===== config.mk =====
export PLATFORM = sky130hd
export DESIGN_NAME = snes_ctrl_reader
export DESIGN_NICKNAME = d
export VERILOG_FILES = /design/src/rtl/snes_pkg.sv /design/src/rtl/snes_half_tick.sv /design/src/rtl/snes_ctrl_reader.sv
export SDC_FILE = /design/constraint.sdc
export NUM_CORES = 1
export LEC_CHECK = 0
export ABC_AREA = 1
export CORE_MARGIN = 3
export CORE_UTILIZATION = 59
export CTS_CLUSTER_DIAMETER = 50
export CTS_CLUSTER_SIZE = 12
export DETAILED_ROUTE_END_ITERATION = 7
export GPL_ROUTABILITY_DRIVEN = 0
export PLACE_DENSITY = 0.82
export RECOVER_POWER = 50
export SLEW_MARGIN = 10
export SYNTH_ARGS = -nofsm -noshare
export SYNTH_HDL_FRONTEND = slang
export SYNTH_SLANG_ARGS = --single-unit
export TNS_END_PERCENT = 1

===== constraint.sdc =====
create_clock -name clk -period 2.2 [get_ports clk]
set_clock_uncertainty 0.05 [all_clocks]
set_input_delay 0.66 -clock clk [delete_from_list [all_inputs] [get_ports clk]]
set_output_delay 0.66 -clock clk [all_outputs]
set_load 0.05 [all_outputs]

===== src/rtl/snes_pkg.sv =====
// Shared SNES controller constants and reader FSM state encoding.
// The game logic imports the same button indices to decode p1data/p2data.
package snes_pkg;

   typedef enum logic [1:0] {IDLE, LATCH, SHIFT, DONE} state_t;

   localparam int BTN_B      = 0;
   localparam int BTN_Y      = 1;
   localparam int BTN_SELECT = 2;
   localparam int BTN_START  = 3;
   localparam int BTN_UP     = 4;
   localparam int BTN_DOWN   = 5;
   localparam int BTN_LEFT   = 6;
   localparam int BTN_RIGHT  = 7;
   localparam int BTN_A      = 8;
   localparam int BTN_X      = 9;
   localparam int BTN_L      = 10;
   localparam int BTN_R      = 11;

   localparam int NUM_BTN      = 12;
   localparam int NUM_SER_BITS = 16;

endpackage


===== src/rtl/snes_half_tick.sv =====
// Half-bit-period timebase: 1-cycle tick on the last cycle of every HALF_BIT_CYC window,
// phase-aligned to the cycle after restart.
module snes_half_tick #(
   parameter int HALF_BIT_CYC = 288
) (
   input  logic clk,
   input  logic reset,
   input  logic restart,
   output logic tick
);

   localparam int CW = (HALF_BIT_CYC > 1) ? $clog2(HALF_BIT_CYC) : 1;
   localparam logic [CW-1:0] LOAD = CW'(HALF_BIT_CYC - 1);

   logic [CW-1:0] cnt;

   always_ff @(posedge clk or negedge reset) begin
      if (!reset)
         cnt <= LOAD;
      else if (restart || cnt == '0)
         cnt <= LOAD;
      else
         cnt <= cnt - 1'b1;
   end

   assign tick = (cnt == '0) && !restart;

endmodule


===== src/rtl/snes_ctrl_reader.sv =====
// Polls one SNES controller (latch, 16 clocked bits) and publishes a validated,
// active-high 12-bit button word atomically once per frame.
module snes_ctrl_reader
   import snes_pkg::*;
#(
   parameter int HALF_BIT_CYC = 288,
   parameter int POLL_CYC     = 800000
) (
   input  logic               clk,
   input  logic               reset,
   input  logic               ser_data,
   output logic               ctrl_latch,
   output logic               ctrl_clk,
   output logic [NUM_BTN-1:0] data,
   output logic               valid,
   output logic               frame_err
);

   if (HALF_BIT_CYC < 2 || POLL_CYC < 34 * HALF_BIT_CYC + 4) begin : g_bad_params
      $error("snes_ctrl_reader: need HALF_BIT_CYC >= 2 and POLL_CYC >= 34*HALF_BIT_CYC+4");
   end

   localparam int PW = $clog2(POLL_CYC);
   localparam logic [PW-1:0] POLL_LAST = PW'(POLL_CYC - 1);
   localparam logic [3:0]    LAST_BIT  = 4'(NUM_SER_BITS - 1);

   state_t                  state, nxt;
   logic                    first_pend;
   logic [PW-1:0]           poll_cnt;
   logic [3:0]              bit_idx;
   logic                    phase;     // 0: first half (clock high), 1: second half
   logic [NUM_SER_BITS-1:0] sr;
   logic [1:0]              sync;
   logic                    start;
   logic                    tick;

   snes_half_tick #(.HALF_BIT_CYC(HALF_BIT_CYC)) u_tick (
      .clk     (clk),
      .reset   (reset),
      .restart (start),
      .tick    (tick)
   );

   always_ff @(posedge clk or negedge reset) begin
      if (!reset) state <= IDLE;
      else        state <= nxt;
   end

   always_comb begin
      nxt        = state;
      start      = 1'b0;
      ctrl_latch = 1'b0;
      ctrl_clk   = 1'b1;
      case (state)
         IDLE: begin
            if (first_pend || poll_cnt == POLL_LAST) begin
               nxt   = LATCH;
               start = 1'b1;
            end
         end
         LATCH: begin
            ctrl_latch = 1'b1;
            if (tick && phase) nxt = SHIFT;
         end
         SHIFT: begin
            ctrl_clk = !phase;
            if (tick && phase && bit_idx == LAST_BIT) nxt = DONE;
         end
         DONE:    nxt = IDLE;
         default: nxt = IDLE;
      endcase
   end

   always_ff @(posedge clk or negedge reset) begin
      if (!reset) begin
         sync       <= 2'b11;
         first_pend <= 1'b1;
         poll_cnt   <= '0;
         bit_idx    <= '0;
         phase      <= 1'b0;
         sr         <= '1;
         data       <= '0;
         valid      <= 1'b0;
         frame_err  <= 1'b0;
      end else begin
         sync      <= {sync[0], ser_data};
         valid     <= 1'b0;
         frame_err <= 1'b0;
         // Realigned to 0 at each frame start so latch rises are exactly POLL_CYC apart.
         poll_cnt  <= (start || poll_cnt == POLL_LAST) ? '0 : poll_cnt + 1'b1;
         if (start) begin
            first_pend <= 1'b0;
            phase      <= 1'b0;
            bit_idx    <= '0;
         end else if (tick && (state == LATCH || state == SHIFT)) begin
            phase <= ~phase;
            if (state == SHIFT && !phase) sr <= {sync[1], sr[NUM_SER_BITS-1:1]};
            if (state == SHIFT && phase)  bit_idx <= bit_idx + 1'b1;
         end
         // Trailer bits 12..15 always read 1 on a genuine pad; anything else is a bad frame.
         if (state == DONE) begin
            if (&sr[NUM_SER_BITS-1:NUM_BTN]) begin
               data  <= ~sr[NUM_BTN-1:0];
               valid <= 1'b1;
            end else begin
               frame_err <= 1'b1;
            end
         end
      end
   end

endmodule


Yosys cells after proc, flatten, opt, wreduce, memory -nomap -nowiden
Index checks and enable logic that the tools add are counted.
Word-level totals
  flip-flop bits (word level): 69
Operators by class
  add/subtract/negate cells: 3
  equality and inequality tests: 8
  bitwise gates (word level): 3
  muxes and demuxes: 19
  reduce and logical (&&, ||, !) cells: 21
Operator list (number)
  $add 20x1->20 const B: 1
  $eq 20x20->1 const B: 1
  $mux 20: 1
  $mux 4: 3
  $not 12->12: 1
  $mux 1: 10
  $logic_not 9->1: 1
  $mux 9: 1
  $sub 9x1->9 const B: 1
  $pmux 2 s4: 1
  $logic_and 1x1->1: 6
  $mux 2: 3
  $ne 2x2->1 const B: 3
  $reduce_and 3->1: 2
  $reduce_and 5->1: 1
  $add 4x1->4 const B: 1
  $eq 2x2->1 const B: 2
  $eq 4x4->1 const B: 1
  $logic_or 1x1->1: 4
  $reduce_and 4->1: 1
  $reduce_bool 2->1: 2
  $eq 2x1->1 const B: 1
  $logic_not 1->1: 2
  $logic_not 2->1: 1
  2 further kinds: 3

Logic depth before layout (Yosys ltp)
  depth after elaboration: 10
  mapped depth: 13

Modules after synthesis
Synthesis repeated with hierarchy kept, for this count alone.
Unflattened totals
  cell total of the unflattened synthesis: 368
  area total of the unflattened synthesis: 3298.2 um^2
Modules (own cells, without submodules)
  snes_ctrl_reader: sequential area each 1525.2 um^2, cells each 308, area each 2793.9 um^2, times used 1
  snes_half_tick: sequential area each 232.7 um^2, cells each 60, area each 504.2 um^2, times used 1

Least setup slack after synthesis
OpenSTA, ideal clock, no wires.
  path type: register -> register
  start: register poll_cnt[0]
  end: register sr[6]
  arrival time: 1.773 ns
  setup slack: 0.300 ns
  buffers on the path: 1
  library setup time: 0.077 ns
  required time: 2.073 ns
  cell stages (with the launch flop): 13
  cells stage by stage: dfrtp_1 ha_1 nand3_1 nor2_1 nand3_2 nand2_2 nand2_4 inv_2 nor3_4 nand3_4 buf_6 nand2_1 nand2_1
Between the ends
  cells in the longest elaborated chain, start to end: 8
  elaborated cells on any way between the ends: 9
RTL lines
  from (decl): line snes_ctrl_reader.sv:29  | logic [PW-1:0] poll_cnt;
  from (signal assigned): line snes_ctrl_reader.sv:90  | poll_cnt <= (start || poll_cnt == POLL_LAST) ? '0 : poll_cnt + 1'b1;
  $eq 20x20->1 (*): line snes_ctrl_reader.sv:56  | if (first_pend || poll_cnt == POLL_LAST) begin
  $logic_or 1x1->1 (*): line snes_ctrl_reader.sv:56
  $mux 1 (*): line snes_ctrl_reader.sv:56
  $mux 1 (*): line snes_ctrl_reader.sv:54  | case (state)
  $logic_not 1->1: line snes_half_tick.sv:26  | assign tick = (cnt == '0) && !restart;
  $logic_and 1x1->1: line snes_half_tick.sv:26
  $logic_and 1x1->1: line snes_ctrl_reader.sv:95  | end else if (tick && (state == LATCH || state == SHIFT)) begin
  $reduce_and 3->1 (no source line) (*)
  to (signal assigned): line snes_ctrl_reader.sv:97  | if (state == SHIFT && !phase) sr <= {sync[1], sr[NUM_SER_BITS-1:1]};
  to (decl): line snes_ctrl_reader.sv:32  | logic [NUM_SER_BITS-1:0] sr;
Every way passes the cells marked *; elsewhere a longest branch is shown, timed or not.
A chain may end at the register's enable or synchronous reset.

Worst setup path in the final report
  start: register state[0]
  end: output ctrl_clk
Between the ends
  cells in the longest elaborated chain, start to end: 2
RTL lines
  from (decl): line snes_ctrl_reader.sv:27  | state_t state, nxt;
  from (signal assigned): line snes_ctrl_reader.sv:46  | else state <= nxt;
  $eq 2x2->1: line snes_ctrl_reader.sv:54
  $mux 1: line snes_ctrl_reader.sv:54
  to (decl): line snes_ctrl_reader.sv:13  | output logic ctrl_clk,
No other way between the ends.

==> results.yml <==
job:
  maxCapViolCount: 0
die:
  ios: 19
  die_w_um: 79.38
  die_h_um: 79.38
  dieArea_um2: 6301
  std_cell_rows: 26
  start_util_pct: 61.42
  core_um2: 5172
yosys:
  syn_nets: 360
  synth_edf_count: 0
  yosys_warnings: 0
  synth_area_per_cell_um2: 9.103
  synth-seq-area-share_pct: 55.34
  synth_ff_type: "dfrtp_1"
  syn-instance-count: 349
  ys_types: 35
  ys_ff_latch: 69
  syn-cell-area_um2: 3177
  ys_async_sr_fraction_pct: 100.0
clocking:
  holdBufCountCts: 0
  cts_tree: "done"
  cts-root-buf: "clkbuf_8"
  insertion_delay_ns: 0.36
  cts_buffer_depth: 2
  cts_setup_buffers: 0
  clock_sinks: 69
  clkTransAtPathRegs_ns: 0.08
  htreeDepth: 3
  cts_buffers: 9
sta:
  setup_violations: 0
  period_share_pct: 94.55
  maxSlewHeadroom_pct: 25.21
  worst_pin_slew_ns: 1.122
  report.final.slew_viol_count: 0
  fin_crit_ns: 2.080
  fmax_mhz: 480.7
  whs_ns: 0.3138
  hold_viol: 0
setup_path:
  cp_max_fo: 4
  start_kind: "flop"
  critPathArrivalTime_ns: 1.37
  cp_cell_sequence: "inv_1, ha_1, nand2_1, buf_4"
  worstSetupEndpointType: "output port"
  cpLargestDelayFamily: "flip-flops"
  worst-path-buf-inv: 2
  critical_path_class: "flop to output port"
  r2r-end: "sr[8]"
  critPathSlowestCell: "dfrtp_1"
  critPathMaxStageDelay_ns: 0.40
  path_depth: 4
  r2r_cells: 11
  r2r-start: "poll_cnt[0]"
  critPathLaunch: "state[0]"
  crit_required_ns: 1.49
  crit_end: "ctrl_clk"
  rrSetupSlack_ns: 0.25
detailed_routing:
  vias_per_cell: 5.259
  dr.pass1.iters: 4
  wirelength_mm: 5.596
  num_vias: 2377
  ant_nets: 0
  remaining_drc_errors: 0
  wire_per_inst_um: 12.38
  dr.first_iter.drc_count: 113
global_route:
  antenna_found_initial: 0
  grt_pass1_vias: 2341
  met3_usage_pct: 6.998
  grt_usage_pct: 20.68
  met1_usage_pct: 25.83
  top_usage_layer: "met2"
  grt-ovfl-total: 0
  grt_util_met2_pct: 32.74
  grt_max_degree: 30
  grt_first_pass_wirelength_mm: 10.09
hold_path:
  hp-class: "flop to flop"
pwr:
  p_total_mw: 2.367
  p_leak_nw: 1.733
  vdd_drop_max_mv: 0.4483
  power-per-cell-area_nw_per_um2: 650.9
layout:
  drive_gt1_share_pct: 17.80
  fill_cells: 390
  diodes: 0
  final_common_cell: "nand2_1"
  mostFrequentLayoutCells: "nand2_1, nor2_1, dfrtp_1"
  final_nets: 388
  area_delta_synth_final_pct: 14.49
run_status:
  status: "completed"
place:
  port_buffers: 18
  dp_hpwl_mm: 3.781
[metal layers]
metal	vias up	routed length, um	share of wire (%)
met5	-	0	0
met4	0	88	1.6
met3	9	241	4.3
met2	36	2654	47
met1	1142	2612	47
li1	1190	-	-
[sequential cells by signal, summed over array words and instances, names as in the netlist]
name        cells
u_tick.cnt      9
sr             16
phase           1
bit_idx         4
valid           1
first_pend      1
sync            2
data           12
state           2
poll_cnt       20
frame_err       1
[cell families (layout without fill, tap and decap cells)]
group / after synthesis / count (layout) / synth area share [%]
buffers and inverters: 45 / 78 / 5.711
DFF: 69 / 69 / 55.34
xor gates and xnor gates: 15 / 15 / 4.136
and+or+nand+nor: 185 / 185 / 26.94
adders and majority gates: 8 / 8 / 3.151
AOI/OAI and AO/OA: 27 / 27 / 4.726
[final cells by class]
class	instances	area (um2)	area share, %
inverter	37	138.9	3.818
timing repair buffer	25	195.2	5.366
tap	70	87.58	2.408
clock buffer	10	137.6	3.784
clock inverter	6	72.57	1.995
sequential	69	1758	48.33
multi-input combinational	235	1247	34.30
[worst min-delay path by stage]
stage / startpoint / endpoint / slack, ns / cells after the start
2_1_floorplan: sync[0] / sync[1] / 0.30 / 0
3_3_place_gp: sync[0] / sync[1] / 0.30 / 0
3_5_place_dp: sync[0] / sync[1] / 0.30 / 0
4_1_cts: reset / poll_cnt[5] / 0.25 / 1
5_1_grt: sync[0] / sync[1] / 0.32 / 0
6_report: sync[0] / sync[1] / 0.31 / 0
[cells in the mapped netlist (all sizes together), types with 2 or more instances]
master	number	area, um2
inv	36	135.1
dfstp	25	656.9
nand2	82	320.3
xnor2	6	52.55
clkbuf	5	18.77
nor3b	4	30.03
xor2	9	78.83
nand3	17	102.6
nor3	9	61.31
nand4	21	131.4
o21ai	21	105.1
dfrtp	44	1101
ha	8	100.1
nor2	47	178.9
a21oi	2	10.01
or2	4	25.03
buf	3	23.77
[where the power goes]
part	internal, mW	total, mW	switching [mW]
Clock	0.561	1.07	0.506
Sequential	1.27	1.27	0.000639
Combinational	0.00269	0.0261	0.0234
[metrics by stage]
stage | utilization [%] | instance area [um2] | cells | TNS, ns | worst slack (ns)
after floorplan | - | 3177 | 349 | 0 | 0.3001
after global placement | 66.98 | 3465 | 436 | 0 | 0.3051
after detailed placement | 66.98 | 3465 | 436 | 0 | 0.2208
after CTS | 70.90 | 3667 | 452 | 0 | 0.01273
after global routing | 70.32 | 3637 | 452 | -0.01136 | -0.01136
final | 70.32 | 3637 | 452 | 0 | 0.1198
[what timing repair did]
item / 4_1_cts / 5_1_grt
gates cloned: 0 / 0
resized for setup: 6 / 3
pin swaps: 0 / 0
setup endpoints to repair: 6 / 2
Note: power is estimated with default switching activity, not from simulation.
